==> src/rtl/hazard_pkg.sv <==
// Shared defaults and helpers for the register-hazard tag tracker.
// Optional load-use stall logic is enabled by defining HAZ_LOAD_STALL_EN.
package hazard_pkg;

    localparam int DEF_TAG_W    = 5;
    localparam int DEF_STAGES   = 3;
    localparam int DEF_NUM_SRC  = 2;
    localparam int DEF_ZERO_TAG = 31;

    // Width of a stage index; never narrower than one bit, even for one stage.
    function automatic int sel_w(input int stages);
        return (stages <= 2) ? 1 : $clog2(stages);
    endfunction

endpackage

==> src/rtl/hazard_tag_tracker_tag_eq.sv <==
// Single tag comparator: one instance per (source, stage) pair in the tracker.
module tag_eq #(
    parameter int W = 5
) (
    input  logic [W-1:0] a_i,
    input  logic [W-1:0] b_i,
    output logic         eq_o
);

    assign eq_o = (a_i == b_i);

endmodule

==> src/rtl/hazard_tag_tracker.sv <==
// In-flight destination-tag tracker producing hit / forward-select per source.
// Define HAZ_LOAD_STALL_EN to store is_load bits and drive load_stall.
module hazard_tag_tracker
    import hazard_pkg::*;
#(
    parameter int   TAG_W    = DEF_TAG_W,
    parameter int   STAGES   = DEF_STAGES,
    parameter int   NUM_SRC  = DEF_NUM_SRC,
    parameter int   ZERO_TAG = DEF_ZERO_TAG,
    localparam int  SEL_W    = sel_w(STAGES)
) (
    input  logic                       clk,
    input  logic                       reset,
    input  logic                       advance,
    input  logic                       flush,
    input  logic                       issue_wr,
    input  logic [TAG_W-1:0]           issue_dst,
    input  logic                       issue_is_load,
    input  logic [NUM_SRC*TAG_W-1:0]   src_tag,
    output logic [NUM_SRC-1:0]         src_hit,
    output logic [NUM_SRC*SEL_W-1:0]   src_fwd,
    output logic                       load_stall
);

    localparam logic [TAG_W-1:0] ZERO = TAG_W'(ZERO_TAG);

    logic [STAGES-1:0]             valid_q, valid_d;
    logic [STAGES-1:0][TAG_W-1:0]  dst_q,   dst_d;

    always_comb begin
        valid_d = valid_q;
        dst_d   = dst_q;
        if (flush) begin
            valid_d = '0;
        end else if (advance) begin
            for (int i = STAGES - 1; i > 0; i--) begin
                valid_d[i] = valid_q[i-1];
                dst_d[i]   = dst_q[i-1];
            end
            // Writes to the hardwired-zero register are never tracked.
            valid_d[0] = issue_wr && (issue_dst != ZERO);
            dst_d[0]   = issue_dst;
        end
    end

    always_ff @(posedge clk or posedge reset) begin
        if (reset) begin
            valid_q <= '0;
            dst_q   <= '0;
        end else begin
            valid_q <= valid_d;
            dst_q   <= dst_d;
        end
    end

`ifdef HAZ_LOAD_STALL_EN
    logic [STAGES-1:0] load_q, load_d;

    always_comb begin
        load_d = load_q;
        if (!flush && advance) begin
            for (int i = STAGES - 1; i > 0; i--) begin
                load_d[i] = load_q[i-1];
            end
            load_d[0] = issue_is_load;
        end
    end

    always_ff @(posedge clk or posedge reset) begin
        if (reset) begin
            load_q <= '0;
        end else begin
            load_q <= load_d;
        end
    end
`endif

    logic [NUM_SRC-1:0][STAGES-1:0] eq;
    logic [NUM_SRC-1:0][STAGES-1:0] live;

    for (genvar k = 0; k < NUM_SRC; k++) begin : g_src
        for (genvar s = 0; s < STAGES; s++) begin : g_stage
            tag_eq #(.W(TAG_W)) u_eq (
                .a_i  (src_tag[k*TAG_W +: TAG_W]),
                .b_i  (dst_q[s]),
                .eq_o (eq[k][s])
            );
        end

        logic [SEL_W-1:0] sel;

        always_comb begin
            live[k] = (src_tag[k*TAG_W +: TAG_W] != ZERO) ? (eq[k] & valid_q) : '0;
            sel     = '0;
            // Scan oldest to youngest so the youngest match overwrites.
            for (int s = STAGES - 1; s >= 0; s--) begin
                if (live[k][s]) begin
                    sel = SEL_W'(s);
                end
            end
        end

        assign src_hit[k]                 = |live[k];
        assign src_fwd[k*SEL_W +: SEL_W]  = sel;
    end

`ifdef HAZ_LOAD_STALL_EN
    always_comb begin
        load_stall = 1'b0;
        for (int k = 0; k < NUM_SRC; k++) begin
            // A match at stage 0 is always the youngest match for that source.
            load_stall = load_stall | (live[k][0] & load_q[0]);
        end
    end
`else
    // issue_is_load has no effect in this build.
    assign load_stall = 1'b0 & issue_is_load;
`endif

endmodule

==> config.mk <==
export PLATFORM = sky130hd
export DESIGN_NAME = hazard_tag_tracker
export DESIGN_NICKNAME = d
export VERILOG_FILES = /design/src/rtl/hazard_pkg.sv /design/src/rtl/hazard_tag_tracker_tag_eq.sv /design/src/rtl/hazard_tag_tracker.sv
export SDC_FILE = /design/constraint.sdc
export NUM_CORES = 1
export LEC_CHECK = 0
export CAP_MARGIN = 0
export CORE_AREA = 5 5 55 57
export DETAILED_ROUTE_END_ITERATION = 10
export DIE_AREA = 0 0 60 62
export PLACE_DENSITY = 0.81
export SLEW_MARGIN = 20
export SYNTH_ARGS = -nofsm -noshare
export SYNTH_HDL_FRONTEND = slang
export SYNTH_SLANG_ARGS = --single-unit
export TNS_END_PERCENT = 100
==> constraint.sdc <==
create_clock -name clk -period 1.8 [get_ports clk]
set_input_delay 0.36 -clock clk [delete_from_list [all_inputs] [get_ports clk]]
set_output_delay 0.36 -clock clk [all_outputs]
set_load 0.02 [all_outputs]
==> out/results.env <==
RUN_STATUS='finished with violations'
FAILED_CHECKS='negative setup slack'
SYNTH_LARGEST_AREA_CELL='sky130_fd_sc_hd__dfrtp_1'
DRT_WL_TOTAL_UM=2870
CP_MAX_FO=3
CP_SLOWEST_CELL='sky130_fd_sc_hd__or4_4'
WORSTPATHBUFFERINVERTERCOUNT=1
GLOBAL_ROUTE.USAGE.MET2=0.287
CRITICAL_PATH_CELL_COUNT=5
LEADING_POST_SYNTHESIS_CELLS_BY_CELL_AREA='sky130_fd_sc_hd__dfrtp_1 (39%), sky130_fd_sc_hd__xnor2_1 (16%), sky130_fd_sc_hd__mux2_2 (14%)'
CLOCK_TREE.ROOT_CELL='sky130_fd_sc_hd__clkbuf_4'
WIRE_PER_INST_UM=15.1
INITIAL_UTILIZATION=0.481
CTS_HOLD_REPAIR.BUFFERS=0
TOTAL_POWER_W=0.00129
CRIT_CHAIN='xnor2_1, nand4_1, or4_4, nor3b_2, buf_4'
MIN_PERIOD_OVER_PERIOD=1.20
HOLD_PATH_CLASS='in2async'
DPL_HPWL_UM=2210
CTS.REPORTEDPATHS.CLKPINSLEW_NS=0.09
WORST-SETUP-PATH-TYPE='reg2out'
FINAL.SETUP_SKEW_NS=0.00177
POST_SYNTH_CELL_TYPES=25
CRITICAL_PATH_REQUIRED_TIME_NS=1.44
FINALHOLDVIOLATIONS=0
CRITPATHCAPTURETYPE='output port'
FINALMAXSLEWVIOLATIONS=0
MAX_FREQ_MHz=461
GP_ROUTABILITY_CONGESTION=0.843
CAP_VIOL_MAX_COUNT=0
WORSTSETUPSTARTPOINTTYPE='flop'
R2R_CELL_COUNT=3
PORT_BUFFERS=25
PLACED_CELLS=182
POST_SYNTH_INSTANCE_AREA_UM2=1170
FINAL_CORE_UTIL=0.710
GRT_PASS1_VIAS=1041
POST_ROUTE_CELLS_DRIVE_ABOVE_1_SHARE=0.475
CLOCK_SINK_COUNT=18
NETS=183
FINALINSTANCEAREA_UM2=1730
CRITICAL_PATH.TOP_DELAY_FAMILY='simple AND/OR/NAND/NOR gates'
ROUTE.ANTENNA.REMAINING_NETS=0
FIN_CELLS=190
VIASPERCELL=5.13
POST-PLACE-WS_NS=-1.04
LAYOUT_MIN_CYCLE_TIME_NS=2.17
SYNTH_TOP_AREA_SHARE=0.385
SYNTH-SEQ-AREA-SHARE=0.385
CELL_LEAKAGE_POWER_nW=0.755
CTS_TREE='built'
GLOBAL_ROUTE.USAGE.MET1=0.203
ARRIVAL_TIME_REPORTED_FOR_THE_CRITICAL_PATH_ENDPOINT_NS=1.81
FINALWORSTSETUPSLACK_NS=-0.367
MOST-COMMON-LAYOUT-CELLS='sky130_fd_sc_hd__buf_4 (29), sky130_fd_sc_hd__xnor2_1 (18), sky130_fd_sc_hd__dfrtp_1 (17), sky130_fd_sc_hd__mux2_2 (15), sky130_fd_sc_hd__clkdlybuf4s50_1 (9)'
MOSTFREQUENTLAYOUTCELL='sky130_fd_sc_hd__buf_4'
POWER_DENSITY_nW_PER_UM2=745
AREA_DELTA_SYNTH_FINAL_PCT=47.7
DRC=0
CLOCK_LATENCY_NS=0.29
GRT_OVERFLOW_TOTAL=0
CTS-BUFFERS-INSERTED=3
GRT_USE_TOTAL=0.172
CELL_AREA_AFTER_PLACEMENT_UM2=1620
PEAK_PER_STAGE_DELAY_ON_THE_CRITICAL_PATH_NS=0.46
PLACEMENT_ROW_COUNT=18
FP.COREAREA_UM2=2430
SYNTH_WARNINGS=0
DRT-INITIAL-DRC-COUNT=33
CHIPHEIGHT_UM=62
BUFFER_DEPTH_OF_THE_LONGEST_CLOCK_PATH=2
WIRE_LENGTH_OF_THE_FIRST_GLOBAL_ROUTING_PASS_UM=4550
FP.DIEW_UM=60
SYN-NUM-NETS=127
ANTENNA_FOUND_INITIAL=0
VDD.IR_DROP.WORST_uV=626
NUM_ANTENNA_CELLS=0
GRT_UTIL_MET3=0.0165
SYNTH_SEQ_CELLS=18
POST_SYNTH.CELL_AREA_AVG_UM2=11.0
SETUP_VIOLATIONS=6
RSZ0062_AT_GRT='true'
DRT-PASS1-ITER-COUNT=4
NUM_IO_PINS=28
POSTSYNTHCELLCOUNT=106
MAXIMUM_NUMBER_OF_PINS_ON_ONE_NET_BEFORE_GLOBAL_ROUTE_REPAIR=19
TOP_USAGE_LAYER='met2'
VIAS=974
H_TREE_DEPTH=1
DESIGN.DIE.AREA_UM2=3720
[what timing repair did]
item	CTS	global route
setup buffers	4	1
setup endpoints to repair	6	6
gates resized for setup	53	7
pin swaps	19	2
[power breakdown]
part / total [W] / switching (W) / internal [W]
combinational: 0.000488 / 0.000172 / 0.000316
clock: 0.000196 / 0.000118 / 0.0000780
sequential: 0.000605 / 0.000115 / 0.000489
[cell type report]
class                      count  area (µm²)
tap                           30        37.5
timing repair buffer          54         468
multi-input combinational     84         744
inverter                       1        3.75
fill                         184         704
clock buffer                   3        22.5
sequential                    18         452
[logic make-up after synthesis]
| group | count (synthesis) | synth area share |
|---|---|---|
| compound gates | 2 | 0.0107 |
| xor+xnor | 30 | 0.225 |
| buf+inv | 4 | 0.0203 |
| flops | 18 | 0.385 |
| mux | 17 | 0.161 |
| other cells | 1 | 0.00321 |
| simple gates | 34 | 0.195 |
[path summary, 6_finish.rpt]
check / endpoint / slack, ns / from
max: src_fwd[3] / -0.37 / dst_q[7]$_DFFE_PP0P_
max reg2reg: dst_q[9]$_DFFE_PP0P_ / 0.75 / dst_q[4]$_DFFE_PP0P_
min reg2reg: valid_q[2]$_DFFE_PP0P_ / 0.60 / valid_q[2]$_DFFE_PP0P_
min: dst_q[8]$_DFFE_PP0P_ / 0.36 / reset
min in group clk: valid_q[2]$_DFFE_PP0P_ / 0.60 / valid_q[2]$_DFFE_PP0P_
max in group asynchronous: dst_q[13]$_DFFE_PP0P_ / 1.23 / reset
[synthesized netlist by cell type]
cell type                  count
sky130_fd_sc_hd__buf_2         1
sky130_fd_sc_hd__xor2_1        8
sky130_fd_sc_hd__dfrtp_1      18
sky130_fd_sc_hd__nand2_1       4
sky130_fd_sc_hd__nor2_1        4
sky130_fd_sc_hd__or4_4         4
sky130_fd_sc_hd__nand4_1       6
sky130_fd_sc_hd__nor2_2        2
sky130_fd_sc_hd__nor3_1        2
sky130_fd_sc_hd__xnor2_1      22
sky130_fd_sc_hd__nand2_2       1
sky130_fd_sc_hd__inv_1         1
sky130_fd_sc_hd__o211ai_1      1
sky130_fd_sc_hd__buf_4         2
sky130_fd_sc_hd__a21oi_1       1
sky130_fd_sc_hd__conb_1        1
sky130_fd_sc_hd__or3_2         1
sky130_fd_sc_hd__or3_1         1
sky130_fd_sc_hd__nand3_1       3
sky130_fd_sc_hd__nand2b_1      1
sky130_fd_sc_hd__mux2_2       15
sky130_fd_sc_hd__nor3b_2       2
sky130_fd_sc_hd__nand3_2       2
sky130_fd_sc_hd__nor2b_1       1
sky130_fd_sc_hd__mux2i_1       2
[flip-flops by register name, summed over array words and instances, names as in the netlist]
signal   cells
dst_q       15
valid_q      3
[metal layers]
| layer | share of wire | routed length (µm) |
|---|---|---|
| met5 | 0 | 0 |
| met4 | 0.044 | 125 |
| met3 | 0.045 | 129 |
| met2 | 0.49 | 1400 |
| met1 | 0.42 | 1210 |
[worst register-to-register path, delay by kind of cell, from the launching register on]
family	cells	cell delay, ns
buf+inv	2	0.27
mux	1	0.25
flops	1	0.43
[through the flow]
stage,hold WS [ns],setup TNS (ns)
final,0.361,-1.81
after detailed placement,0.556,-5.93
after floorplan,0.299,0
after CTS,0.354,-1.76
after global routing,0.393,-2.40
after global placement,0.559,-5.74
(Power assumes the default switching activity.)
